--- src/rtl/adder_pkg.sv ---
// Shared definitions for the nibble-serial adder controller.
//   state_e : controller FSM states
//   SLICE_W : width of one datapath slice (the 4-bit adder cell)
package adder_pkg;
    typedef enum logic [1:0] {
        IDLE = 2'd0,
        RUN  = 2'd1,
        DONE = 2'd2
    } state_e;

    localparam int SLICE_W = 4;
endpackage

--- src/rtl/adder.sv ---
// 4-bit adder cell: {cout, sum} = a + b + cin. Purely combinational.
//   a, b : 4-bit operands
//   cin  : carry-in
//   sum  : 4-bit sum
//   cout : carry-out
module adder (
    input  logic [3:0] a,
    input  logic [3:0] b,
    input  logic       cin,
    output logic [3:0] sum,
    output logic       cout
);
    assign {cout, sum} = 5'(a) + 5'(b) + 5'(cin);
endmodule

--- src/rtl/adder_seq_ctrl.sv ---
// Nibble-serial wide adder controller. Reuses one 4-bit adder cell over
// NSLICE cycles, rippling the carry through a register.
//   clk, rst                : clock, asynchronous active-high reset
//   start_valid/start_ready : operand handshake (a, b, cin sampled on accept)
//   sum, cout               : registered result
//   done_valid/done_ready   : result handshake
//   busy                    : high in RUN or DONE
module adder_seq_ctrl
    import adder_pkg::*;
#(
    parameter int WIDTH = 16
) (
    input  logic             clk,
    input  logic             rst,
    input  logic             start_valid,
    output logic             start_ready,
    input  logic [WIDTH-1:0] a,
    input  logic [WIDTH-1:0] b,
    input  logic             cin,
    output logic [WIDTH-1:0] sum,
    output logic             cout,
    output logic             done_valid,
    input  logic             done_ready,
    output logic             busy
);
    localparam int NSLICE = WIDTH / SLICE_W;
    localparam int IDX_W  = (NSLICE > 1) ? $clog2(NSLICE) : 1;
    localparam logic [IDX_W-1:0] LAST_IDX = IDX_W'(NSLICE - 1);

    generate
        if ((WIDTH % SLICE_W) != 0 || WIDTH < SLICE_W) begin : g_bad_width
            $error("adder_seq_ctrl: WIDTH must be a positive multiple of 4");
        end
    endgenerate

    state_e             state_q, state_d;
    logic [WIDTH-1:0]   a_q, a_d, b_q, b_d, sum_q, sum_d;
    logic               carry_q, carry_d, cout_q, cout_d;
    logic [IDX_W-1:0]   idx_q, idx_d;
    logic               start_ready_q, start_ready_d;
    logic               busy_q, busy_d;
    logic               done_valid_q, done_valid_d;

    logic [SLICE_W-1:0] cell_a, cell_b, cell_sum;
    logic               cell_cout;

    assign cell_a = a_q[SLICE_W*idx_q +: SLICE_W];
    assign cell_b = b_q[SLICE_W*idx_q +: SLICE_W];

    adder u_adder (
        .a    (cell_a),
        .b    (cell_b),
        .cin  (carry_q),
        .sum  (cell_sum),
        .cout (cell_cout)
    );

    always_comb begin
        state_d = state_q;
        a_d     = a_q;
        b_d     = b_q;
        sum_d   = sum_q;
        carry_d = carry_q;
        cout_d  = cout_q;
        idx_d   = idx_q;
        case (state_q)
            IDLE: begin
                if (start_valid) begin
                    a_d     = a;
                    b_d     = b;
                    carry_d = cin;
                    idx_d   = '0;
                    sum_d   = '0;
                    cout_d  = 1'b0;
                    state_d = RUN;
                end
            end
            RUN: begin
                sum_d[SLICE_W*idx_q +: SLICE_W] = cell_sum;
                carry_d = cell_cout;
                if (idx_q == LAST_IDX) begin
                    cout_d  = cell_cout;
                    idx_d   = '0;
                    state_d = DONE;
                end else begin
                    idx_d = idx_q + 1'b1;
                end
            end
            DONE: begin
                // Return to IDLE first; a pending start is taken next edge.
                if (done_ready) state_d = IDLE;
            end
            default: state_d = IDLE;
        endcase

        // Handshake/status outputs are registered decodes of the next state.
        start_ready_d = (state_d == IDLE);
        busy_d        = (state_d != IDLE);
        done_valid_d  = (state_d == DONE);
    end

    always_ff @(posedge clk or posedge rst) begin
        if (rst) begin
            state_q       <= IDLE;
            a_q           <= '0;
            b_q           <= '0;
            sum_q         <= '0;
            carry_q       <= 1'b0;
            cout_q        <= 1'b0;
            idx_q         <= '0;
            start_ready_q <= 1'b1;
            busy_q        <= 1'b0;
            done_valid_q  <= 1'b0;
        end else begin
            state_q       <= state_d;
            a_q           <= a_d;
            b_q           <= b_d;
            sum_q         <= sum_d;
            carry_q       <= carry_d;
            cout_q        <= cout_d;
            idx_q         <= idx_d;
            start_ready_q <= start_ready_d;
            busy_q        <= busy_d;
            done_valid_q  <= done_valid_d;
        end
    end

    assign start_ready = start_ready_q;
    assign busy        = busy_q;
    assign done_valid  = done_valid_q;
    assign sum         = sum_q;
    assign cout        = cout_q;
endmodule
--- config.mk ---
export PLATFORM = sky130hd
export DESIGN_NAME = adder_seq_ctrl
export DESIGN_NICKNAME = d
export VERILOG_FILES = /design/src/rtl/adder_pkg.sv /design/src/rtl/adder.sv /design/src/rtl/adder_seq_ctrl.sv
export SDC_FILE = /design/constraint.sdc
export NUM_CORES = 1
export LEC_CHECK = 0
export ABC_AREA = 0
export CAP_MARGIN = 20
export CORE_MARGIN = 3
export CORE_UTILIZATION = 45
export DETAILED_ROUTE_END_ITERATION = 16
export PLACE_DENSITY = 0.68
export SYNTH_ARGS = -nofsm -noshare
export SYNTH_HDL_FRONTEND = slang
export SYNTH_SLANG_ARGS = --single-unit
export TNS_END_PERCENT = 10
--- constraint.sdc ---
create_clock -name clk -period 3.6 [get_ports clk]
set_input_delay 0.9 -clock clk [delete_from_list [all_inputs] [get_ports clk]]
set_output_delay 0.9 -clock clk [all_outputs]
set_load 0.01 [all_outputs]
==> metrics.cfg <==
[outcome]
status=completed

[floorplan]
io_pins=57
die_w_um=82.3
std_cell_rows=27
dieArea_mm2=0.00678
initial_core_util_pct=47.0
fp.coreArea_mm2=0.00557
dieHeight_um=82.3

[cts]
clk_pin_slew_ns=0.06
cts_resized=0
post_cts.repair.setup_buffers=0
tritoncts=yes
cts_hold_buf=0
clk_latency_ns=0.33
cts_sinks=57
clockBufferDepth=2
root_buffer=clkbuf_8
cts_buffers=9
cts_max_level=3

[pwr]
peakVddDrop_mv=0.420
p_leak_nw=1.50
powerDensity_mw_per_mm2=1010

[cells_and_area]
area_delta_synth_final_pct=33.0
fin_nets=282
n_antenna_cell=0
most-common-layout-cells=56 x dfrtp_1, 56 x clkdlybuf4s50_1, 32 x mux2_1
drive_above_1_share_pct=16.2

[setup_path]
crit_fanout=6
crit_required_ns=3.80
critPathCaptureType=flop
cp-start-kind=flop
path_class=reg2reg
arrival_ns=2.82

[sta]
skew_ns=0.00864
setup_viol=0
finalHoldViolCount=0
final.min_clock_period_ns=2.62
slew_headroom_pct=65.3
period_share_pct=72.9
worst_pin_slew_ns=0.520
rsz0062_at_grt=no
slew_viol_final=0
setup_slack_ns=0.976
final.setup.tns_ns=0
clock.fmax_ghz=0.381

[yosys]
synth_area_mm2=0.00262
synth_edf_count=0
ys_warn_count=0
synthDominantCellAreaShare_pct=53.4
synth_area_leaders=dfrtp_1 53%, mux2_1 14%, mux4_2 6.9%
synth-async-reset-ratio_pct=100
synth.yosys.seq_area_share_pct=54.4
yosysUniqueCellTypes=40
syn_nets=218
synth_top_cell_by_area=dfrtp_1
yosys_most_used_dff=dfrtp_1
syn_avg_cell_area_um2=15.2
syn-instance-count=172
ys_ff_latch=57

[route]
route.antenna.remaining_nets=0
via_count=1662
routed_wl_um=5590
first_iter_violations=30
drcViolationCount=0
wire_per_inst_um=17.9
drt-vias-per-instance=5.31
drt_pass1_iterations=4

[grt]
grt_start_max_net_pins=33
grt_pass1_vias=1842
grt_pass1_wl_um=8980
antenna_found_initial=0
globalRouteTotalUtil_pct=18.7
grt-ovfl-total=0

[place]
port_buffers=56
gp_congestion=0.849
dp_hpwl_um=4330
place_ws_ns=0.931

[flow_run]
max-cap-violations=0

[hold_path]
hp-class=reg2reg

report_power, final:
part           leakage [nW]  internal, mW  switching [mW]  total, mW
combinational         0.671         0.848           0.795       1.64
sequential            0.706         0.940           0.222       1.16
clock                 0.126         0.475           0.246      0.720
synth_stat cells (3+ instances only):
cell and count:
dfrtp_1 56, a21o_1 5, a22o_1 13, a32o_1 4, mux4_2 8, nand2_1 5, buf_6 3, ha_1 7
mux2_1 32
worst max-delay path: stages, from the launching register on:
cell,delay [ns]
dfrtp_1,0.53
mux4_2,0.57
fa_1,0.45
fa_1,0.42
a21o_1,0.19
a21oi_1,0.23
a211oi_2,0.10
metal layers:
| layer | share of wire, % | global-route usage [%] | vias up |
|---|---|---|---|
| li1 | - | - | 779 |
| met1 | 41 | 22.7 | 833 |
| met2 | 53 | 31.1 | 44 |
| met3 | 4.3 | 6.62 | 6 |
| met4 | 0.98 | 5.81 | 0 |
| met5 | 0 | 0 | - |
cells by family (layout without fill, tap and decap cells):
family / after synthesis / after routing / share of synthesized area [%]
xor+xnor: 1 / 1 / 0.334
compound gates: 32 / 32 / 10.3
fa+ha+maj: 9 / 9 / 4.87
mux: 40 / 40 / 20.6
simple gates: 23 / 23 / 6.82
flops: 57 / 57 / 54.4
buf+inv: 10 / 79 / 2.62
registers in the layout, summed over array words and instances, names as in the netlist:
name,flops
idx_q,2
cout,1
sum,16
busy,1
state_q,2
carry_q,1
start_ready,1
b_q,16
done_valid,1
a_q,16
worst paths after layout:
path	start	endpoint	slack, ns	cells past startpoint
setup / recovery	idx_q[0]$_DFFE_PP0P_	carry_q$_DFFE_PP0P_	0.98	6
hold / removal	b_q[13]$_DFFE_PP0P_	b_q[13]$_DFFE_PP0P_	0.48	1
setup reg to reg	idx_q[0]$_DFFE_PP0P_	carry_q$_DFFE_PP0P_	0.98	6
hold reg to reg	b_q[13]$_DFFE_PP0P_	b_q[13]$_DFFE_PP0P_	0.48	1
max in group asynchronous	rst	start_ready$_DFF_PP1_	2.09	3
min in group asynchronous	rst	sum[8]$_DFFE_PP0P_	0.85	2
stage by stage:
step	utilization [%]	hold WS, ns	std cells	instance area [µm²]	power, mW
after floorplan	-	0.452	172	2620	2.28
after global placement	58.2	0.471	297	3250	2.74
after detailed placement	58.2	0.475	297	3250	2.84
after CTS	62.6	0.489	313	3490	3.58
after global routing	62.6	0.503	313	3490	3.77
final	62.6	0.481	313	3490	3.53
layout make-up:
class	instances	area [µm²]
fill	431	2090
sequential	57	1430
multi-input combinational	105	1130
timing repair buffer	60	591
clock buffer	10	138
clock inverter	6	105
tap	72	90.1
inverter	3	11.3
No activity file was read; power rests on OpenSTA's default activity.
